==> src/rtl/pong_frame_sequencer.sv <==
// Pong game-state sequencer: on each V_SYNC fall, runs paddles -> ball -> collide -> score.
// Latency: FRAME_TICK 1 cycle after the edge is seen, BUSY for the next 4, final values 6 cycles after the edge.
// Backpressure: none; a frame tick that lands while BUSY is dropped and does not advance the divider.
module pong_frame_sequencer #(
    parameter int SCREEN_W    = 640,
    parameter int SCREEN_H    = 480,
    parameter int BALL_SIZE   = 8,
    parameter int PADDLE_W    = 8,
    parameter int PADDLE_H    = 64,
    parameter int PADDLE_STEP = 4,
    parameter int BALL_STEP   = 2,
    parameter int LEFT_X      = 16,
    parameter int RIGHT_X     = 616,
    parameter int FRAME_DIV   = 1
) (
    input  logic       CLK_IN,
    input  logic       RST_IN,
    input  logic       V_SYNC,
    input  logic       BTN_L_UP,
    input  logic       BTN_L_DN,
    input  logic       BTN_R_UP,
    input  logic       BTN_R_DN,
    output logic [9:0] BALL_X,
    output logic [9:0] BALL_Y,
    output logic [9:0] PAD_L_Y,
    output logic [9:0] PAD_R_Y,
    output logic [3:0] SCORE_L,
    output logic [3:0] SCORE_R,
    output logic       FRAME_TICK,
    output logic       BUSY
);

    localparam int DIV_W = (FRAME_DIV > 1) ? $clog2(FRAME_DIV) : 1;
    localparam logic [DIV_W-1:0] DIV_MAX = DIV_W'(FRAME_DIV - 1);

    localparam logic [10:0] X_MAX   = 11'(SCREEN_W - BALL_SIZE);
    localparam logic [10:0] Y_MAX   = 11'(SCREEN_H - BALL_SIZE);
    localparam logic [10:0] PAD_MAX = 11'(SCREEN_H - PADDLE_H);
    localparam logic [10:0] X_CTR   = 11'(SCREEN_W / 2 - BALL_SIZE / 2);
    localparam logic [10:0] Y_CTR   = 11'(SCREEN_H / 2 - BALL_SIZE / 2);
    localparam logic [10:0] PAD_CTR = 11'((SCREEN_H - PADDLE_H) / 2);
    localparam logic [10:0] P_STEP  = 11'(PADDLE_STEP);
    localparam logic [10:0] B_STEP  = 11'(BALL_STEP);
    localparam logic [10:0] B_SIZE  = 11'(BALL_SIZE);
    localparam logic [10:0] P_H     = 11'(PADDLE_H);
    localparam logic [10:0] L_HIT   = 11'(LEFT_X + PADDLE_W);
    localparam logic [10:0] R_EDGE  = 11'(RIGHT_X);
    localparam logic [10:0] R_HIT   = 11'(RIGHT_X - BALL_SIZE);

    typedef enum logic [2:0] {
        ST_IDLE,
        ST_PADDLES,
        ST_BALL,
        ST_COLLIDE,
        ST_SCORE
    } state_t;

    state_t           state;
    logic             vs_q;
    logic             dir_x;   // 1 = right
    logic             dir_y;   // 1 = down
    logic [DIV_W-1:0] div_cnt;

    function automatic logic [9:0] pad_step(input logic [9:0] y, input logic up, input logic dn);
        logic [10:0] p;
        p = {1'b0, y};
        if (up && !dn)
            return (p < P_STEP) ? 10'd0 : 10'(p - P_STEP);
        if (dn && !up)
            return (p + P_STEP > PAD_MAX) ? PAD_MAX[9:0] : 10'(p + P_STEP);
        return y;
    endfunction

    // Clamped in 11 bits so a step past either wall lands exactly on it.
    function automatic logic [9:0] axis_step(input logic [9:0] pos, input logic inc,
                                             input logic [10:0] lim);
        logic [10:0] p;
        p = {1'b0, pos};
        if (inc)
            return (p + B_STEP > lim) ? lim[9:0] : 10'(p + B_STEP);
        return (p < B_STEP) ? 10'd0 : 10'(p - B_STEP);
    endfunction

    function automatic logic overlap(input logic [9:0] by, input logic [9:0] py);
        return ({1'b0, by} + B_SIZE > {1'b0, py}) && ({1'b0, by} < {1'b0, py} + P_H);
    endfunction

    always_ff @(posedge CLK_IN) begin
        if (RST_IN) begin
            state      <= ST_IDLE;
            vs_q       <= 1'b1;
            FRAME_TICK <= 1'b0;
            BUSY       <= 1'b0;
            div_cnt    <= '0;
            dir_x      <= 1'b1;
            dir_y      <= 1'b1;
            BALL_X     <= X_CTR[9:0];
            BALL_Y     <= Y_CTR[9:0];
            PAD_L_Y    <= PAD_CTR[9:0];
            PAD_R_Y    <= PAD_CTR[9:0];
            SCORE_L    <= 4'd0;
            SCORE_R    <= 4'd0;
        end else begin
            vs_q       <= V_SYNC;
            FRAME_TICK <= vs_q & ~V_SYNC;
            case (state)
                ST_IDLE: begin
                    if (FRAME_TICK) begin
                        div_cnt <= (div_cnt == DIV_MAX) ? '0 : div_cnt + 1'b1;
                        if (div_cnt == '0) begin
                            state <= ST_PADDLES;
                            BUSY  <= 1'b1;
                        end
                    end
                end
                ST_PADDLES: begin
                    PAD_L_Y <= pad_step(PAD_L_Y, BTN_L_UP, BTN_L_DN);
                    PAD_R_Y <= pad_step(PAD_R_Y, BTN_R_UP, BTN_R_DN);
                    state   <= ST_BALL;
                end
                ST_BALL: begin
                    BALL_X <= axis_step(BALL_X, dir_x, X_MAX);
                    BALL_Y <= axis_step(BALL_Y, dir_y, Y_MAX);
                    state  <= ST_COLLIDE;
                end
                ST_COLLIDE: begin
                    if (BALL_Y == 10'd0)
                        dir_y <= 1'b1;
                    else if (BALL_Y == Y_MAX[9:0])
                        dir_y <= 1'b0;
                    if (!dir_x && {1'b0, BALL_X} <= L_HIT && overlap(BALL_Y, PAD_L_Y)) begin
                        dir_x  <= 1'b1;
                        BALL_X <= L_HIT[9:0];
                    end else if (dir_x && {1'b0, BALL_X} + B_SIZE >= R_EDGE
                                 && overlap(BALL_Y, PAD_R_Y)) begin
                        dir_x  <= 1'b0;
                        BALL_X <= R_HIT[9:0];
                    end
                    state <= ST_SCORE;
                end
                ST_SCORE: begin
                    if (BALL_X == 10'd0) begin
                        SCORE_R <= (SCORE_R == 4'd9) ? 4'd0 : SCORE_R + 4'd1;
                        BALL_X  <= X_CTR[9:0];
                        BALL_Y  <= Y_CTR[9:0];
                        dir_x   <= ~dir_x;
                    end else if (BALL_X == X_MAX[9:0]) begin
                        SCORE_L <= (SCORE_L == 4'd9) ? 4'd0 : SCORE_L + 4'd1;
                        BALL_X  <= X_CTR[9:0];
                        BALL_Y  <= Y_CTR[9:0];
                        dir_x   <= ~dir_x;
                    end
                    state <= ST_IDLE;
                    BUSY  <= 1'b0;
                end
                default: begin
                    state <= ST_IDLE;
                    BUSY  <= 1'b0;
                end
            endcase
        end
    end

endmodule

==> config.mk <==
export PLATFORM = sky130hd
export DESIGN_NAME = pong_frame_sequencer
export DESIGN_NICKNAME = d
export VERILOG_FILES = /design/src/rtl/pong_frame_sequencer.sv
export SDC_FILE = /design/constraint.sdc
export NUM_CORES = 1
export LEC_CHECK = 0
export ABC_AREA = 0
export BUFFER_PORTS_ARGS = -buffer_cell sky130_fd_sc_hd__buf_4
export CELL_PAD_IN_SITES_DETAIL_PLACEMENT = 1
export CELL_PAD_IN_SITES_GLOBAL_PLACEMENT = 1
export CORE_AREA = 2 2 107 109
export CTS_CLUSTER_SIZE = 14
export DETAILED_ROUTE_END_ITERATION = 8
export DIE_AREA = 0 0 109 111
export PLACE_DENSITY_LB_ADDON = 0.1
export SLEW_MARGIN = 15
export SYNTH_ARGS = -nofsm -noshare
export SYNTH_HDL_FRONTEND = slang
export SYNTH_SLANG_ARGS = --single-unit
==> constraint.sdc <==
create_clock -name CLK_IN -period 7.6 [get_ports CLK_IN]
set_clock_uncertainty 0.15 [all_clocks]
set_input_delay 1.14 -clock CLK_IN [delete_from_list [all_inputs] [get_ports CLK_IN]]
set_output_delay 1.14 -clock CLK_IN [all_outputs]
set_load 0.005 [all_outputs]
Yosys cells after proc, flatten, opt, wreduce, memory -nomap -nowiden
Index checks and enable logic that the tools add are counted.
- input port bits: 7
- output and inout port bits: 50
- logic and storage cells: 159
- bits in registers: 57
- reduce and logical (&&, ||, !) cells: 36
- magnitude comparators: 14
- bitwise operators: 5
- equality and inequality tests: 12
- muxes and demuxes: 64
- $add $sub $neg: 15
- operator list (kind ; count):
    two-way mux 10 bit ; 26
    greater-than comparator 11 x 9 -> 1 bit (second input constant) ; 3
    one-hot mux 10 bit (3 select lines) ; 1
    two-way mux 1 bit ; 29
    adder 10 x 2 -> 11 bit (second input constant) ; 2
    adder 10 x 3 -> 11 bit (second input constant) ; 2
    adder 10 x 4 -> 11 bit (second input constant) ; 2
    adder 10 x 7 -> 11 bit (second input constant) ; 2
    greater-than comparator 11 x 10 -> 1 bit ; 2
    < comparator 10 x 11 -> 1 bit ; 2
    logical NOT 10 bit ; 2
    < comparator 10 x 2 -> 1 bit (second input constant) ; 2
    < comparator 10 x 3 -> 1 bit (second input constant) ; 2
    one-hot mux 10 bit (2 select lines) ; 1
    subtractor 10 x 2 -> 10 bit (second input constant) ; 2
    subtractor 10 x 3 -> 10 bit (second input constant) ; 2
    AND reduction 2 bit ; 7
    one-hot mux 3 bit (4 select lines) ; 1
    AND reduction 3 bit ; 4
    >= comparator 11 x 10 -> 1 bit (second input constant) ; 1
    greater-than comparator 11 x 10 -> 1 bit (second input constant) ; 1
    == test 10 bit (second input constant) ; 1
    == test 10 x 9 -> 1 bit (second input constant) ; 1
    less-or-equal comparator 10 x 5 -> 1 bit (second input constant) ; 1
    other kinds (19) ; 47

Longest topological paths before layout
- depth after elaboration: 10
- depth in mapped cells: 12

Worst setup path before layout
No wires, ideal clock.
- path kind: reg-to-reg
- start point: register BALL_Y[7]
- end point: register BALL_X[2]
- cell stages (with the launch flop): 13
- arrival time: 2.880 ns
- library setup time: 0.122 ns
- buffers on the path: 1
- period minus slack after synthesis: 3.152 ns
- slack: 4.448 ns
- data required time: 7.328 ns
- cell sequence: dfxtp_1 > clkbuf_1 > and3_1 > a31oi_1 > or2_2 > ha_1 > nand3_1 > and3_1 > o21ai_1 > o41ai_1 > o31a_1 > o2bb2ai_4 > a221o_1
- longest elaborated chain between the ends: 6
- elaborated cells between the ends (all ways): 13
- RTL lines (element ; line ; text):
    start, declared ; 24 ; output logic [9:0] BALL_Y,
    start signal, assigned ; 98 ; BALL_Y <= Y_CTR[9:0];
    start signal, assigned ; 123 ; BALL_Y <= axis_step(BALL_Y, dir_y, Y_MAX);
    start signal, assigned ; 145 ; BALL_Y <= Y_CTR[9:0];
    adder 10 x 4 -> 11 bit ; 85 ; return ({1'b0, by} + B_SIZE > {1'b0, py}) && ({1'b0, by} < {1'b0, py} + P_H);
    greater-than comparator 11 x 10 -> 1 bit ; 85 ;
    logical AND 1 bit ; 85 ;
    logical AND 1 bit (on tied branches) ; 131, 135 ;
    inequality test 3 bit (no source line) or two-way mux 10 bit (tied branches) ; -- ;
    AND reduction 3 bit (no source line) or one-hot mux 10 bit (3 select lines) (tied branches) ; -- ;
    end signal, assigned ; 97 ; BALL_X <= X_CTR[9:0];
    end signal, assigned ; 133 ; BALL_X <= L_HIT[9:0];
    end signal, assigned ; 137 ; BALL_X <= R_HIT[9:0];
    end, declared ; 23 ; output logic [9:0] BALL_X,
Parallel ways exist; a longest one is shown, timed or not.
A chain may end at the register's enable or synchronous reset.

Worst setup path after layout
- start point: register BALL_Y[4]
- end point: register BALL_X[8]
The elaborated chain is that of the path after synthesis.

==> impl_metrics.env <==
export IMPL_layout_setup_ws_ps=4010
export IMPL_synth_warnings=0
export IMPL_drive_gt1_share_pct=11.3
export IMPL_arrival_ps=3630
export IMPL_drc=0
export IMPL_setup_tns_ps=0
export IMPL_layout_commonest_cell="nor2_1"
export IMPL_p_total_mw=0.736
export IMPL_core_um2=11100
export IMPL_synth_ff_latch_count=54
export IMPL_grt_pass1_vias=5647
export IMPL_cts_tree="done"
export IMPL_rows=39
export IMPL_drv_slew=0
export IMPL_start_util_pct=46.7
export IMPL_ys_async_sr_fraction_pct=0
export IMPL_ir_worst_vdd_v=0.0000951
export IMPL_vias_per_cell=6.33
export IMPL_yosysSeqAreaShare_pct=20.9
export IMPL_worstPathRequired_ps=7640
export IMPL_hold_class="reg2reg"
export IMPL_n_antenna_cell=0
export IMPL_grtUsageTotal_pct=28.5
export IMPL_end_kind="flip-flop"
export IMPL_n_fill_cell=1390
export IMPL_worstSkewPairLatency_ps=300
export IMPL_synth_cell_type_count=79
export IMPL_grt_max_degree=63
export IMPL_worst_slew_margin_rel_pct=54.5
export IMPL_antenna_found_initial=0
export IMPL_grt_pass1_wl_um=27900
export IMPL_rsz0062_at_grt="false"
export IMPL_place_ws_ps=4100
export IMPL_syn_inst=691
export IMPL_wirelength_um=17000
export IMPL_route_vias_total=5426
export IMPL_finalHoldViolations=0
export IMPL_synth_simple_area_share_pct=27.9
export IMPL_layout_common_cells="nor2_1 (63), buf_4 (55), dfxtp_1 (54)"
export IMPL_leakagePower_nw=2.33
export IMPL_drtPass1Iterations=5
export IMPL_ctsResizeCount=0
export IMPL_grt_overflow_total=0
export IMPL_max_freq_ghz=0.278
export IMPL_cap_violations=0
export IMPL_htreeDepth=2
export IMPL_root_buffer="clkbuf_16"
export IMPL_design_area_um2=5760
export IMPL_antenna_left=0
export IMPL_syn_avg_cell_area_um2=7.49
export IMPL_dieArea_um2=12100
export IMPL_utilization_pct=52.0
export IMPL_muxShareOfSynthArea_pct=1.35
export IMPL_cts_post_setup_buffers_inserted=0
export IMPL_syn_cell_area_um2=5170
export IMPL_io_buffers=54
export IMPL_clk_pin_slew_ps=70
export IMPL_io_pins=57
export IMPL_gp_congestion=0.825
export IMPL_areaGrowthSynthToFinish_pct=11.4
export IMPL_dp_final_hpwl_um=12700
export IMPL_synth_edf_count=0
export IMPL_synthFlopType="dfxtp_1"
export IMPL_tightest_slew_ps=682
export IMPL_path_class="reg2reg"
export IMPL_yosys_area_share_adder_pct=12.8
export IMPL_cts_buffers=5
export IMPL_wire_per_inst_um=19.9
export IMPL_setup_viol=0
export IMPL_drt_iter0_markers=329
export IMPL_cts_hold_buffers_added=0
export IMPL_synth_compound_gate_area_share_pct=26.3
export IMPL_die_h_um=111
export IMPL_post_route_min_period_ps=3590
export IMPL_synth_top_family_by_area="simple AND/OR/NAND/NOR gates"
export IMPL_timing_final_crit_share_pct=47.3
export IMPL_synth_xor_area_share_pct=4.40
export IMPL_nets=773
export IMPL_cp_start_kind="flip-flop"
export IMPL_path_max_fanout=14
export IMPL_fp_dieW_um=109
export IMPL_clock_sinks=54
export IMPL_placed_cell_area_um2=5590
export IMPL_cts_buffer_depth=2
export IMPL_p_per_area_nw_per_um2=128
export IMPL_status="completed"
## sequential cells by signal, indices dropped and copies added, names as in the netlist
| name | cells |
|---|---|
| BALL_X | 9 |
| BALL_Y | 9 |
| BUSY | 1 |
| FRAME_TICK | 1 |
| PAD_L_Y | 10 |
| PAD_R_Y | 10 |
| SCORE_L | 4 |
| SCORE_R | 4 |
| dir_x | 1 |
| dir_y | 1 |
| state | 3 |
| vs_q | 1 |
## routing by layer
layer	GRT usage [%]	part of all wire (%)
met1	37.8	45
met2	48.2	49
met3	3.41	4.0
met4	8.29	2.0
met5	0	0
## worst max-delay path: stages (launching register included)
cell	delay, ps
dfxtp_1	650
ha_1	370
a31oi_1	140
or2_2	380
ha_1	330
nand3_1	120
and3_1	210
o21ai_1	140
o41ai_1	110
o31a_1	300
o2bb2ai_4	210
a221o_1	380
## per-stage QoR
step | hold WS [ps] | cells
after global routing | 294 | 857
after detailed placement | 255 | 849
final | 264 | 857
after global placement | 249 | 849
after CTS | 267 | 857
after floorplan | 242 | 692
## synthesized netlist by cell type, drive strengths merged (3+ instances only)
cell type,n,area share (%)
nor4,11,1.3
xor2,9,1.5
nor4b,3,0.51
and2,5,0.60
nand2,41,3.0
and4,5,0.85
a31oi,8,0.97
nor2,64,4.7
mux2i,7,1.4
inv,40,2.9
or2,9,1.1
o2111ai,4,0.68
a22oi,3,0.44
nand2b,7,0.85
a221o,4,0.77
o31ai,9,1.3
o21ai,51,5.1
a211oi,11,1.7
a21o,8,1.2
a21boi,3,0.44
nor3b,9,1.3
a41oi,4,0.68
nand3,33,3.2
o32ai,3,0.51
a32oi,3,0.51
ha,53,13
o211ai,8,1.2
nand4,15,1.8
a221oi,6,1.0
o21bai,5,0.73
or3,3,0.36
and3,11,1.3
nor2b,13,1.6
xnor2,17,2.9
buf,9,1.1
nor3,27,2.8
a211o,4,0.68
dfxtp,54,21
a21oi,46,4.4
clkbuf,32,2.3
## path summary, 6_finish.rpt
path / to / slack [ps] / cells past startpoint / startpoint
hold / removal: FRAME_TICK / 260 / 2 / vs_q
setup reg to reg: BALL_X[8] / 4010 / 11 / BALL_Y[4]
setup / recovery: BALL_X[8] / 4010 / 11 / BALL_Y[4]
hold reg to reg: FRAME_TICK / 260 / 2 / vs_q
## area by class of cell
cell class,count,area (um^2),share of cell area (%)
inverters,40,150,2.61
flip-flops and latches,54,1080,18.8
clock buffers,5,125,2.17
clock inverters,3,45.0,0.782
well taps,143,179,3.10
multi-input cells,557,3770,65.4
repair buffers,55,413,7.16
## kinds of logic after synthesis
group	after synthesis
buffers and inverters	81
AO/OA/AOI/OAI	199
multiplexers	7
other	1
XOR/XNOR	26
AND/OR/NAND/NOR	270
adder cells (fa/ha/maj)	53
flip-flops	54
## power by group
| part | internal [mW] | switching (mW) | total [mW] | leakage (nW) |
|---|---|---|---|---|
| clock | 0.156 | 0.116 | 0.272 | 0.0760 |
| sequential | 0.292 | 0.0242 | 0.316 | 0.438 |
| combinational | 0.0607 | 0.0882 | 0.149 | 1.82 |
| total | 0.508 | 0.228 | 0.736 | 2.33 |
Power figures use the tool's default switching activity.
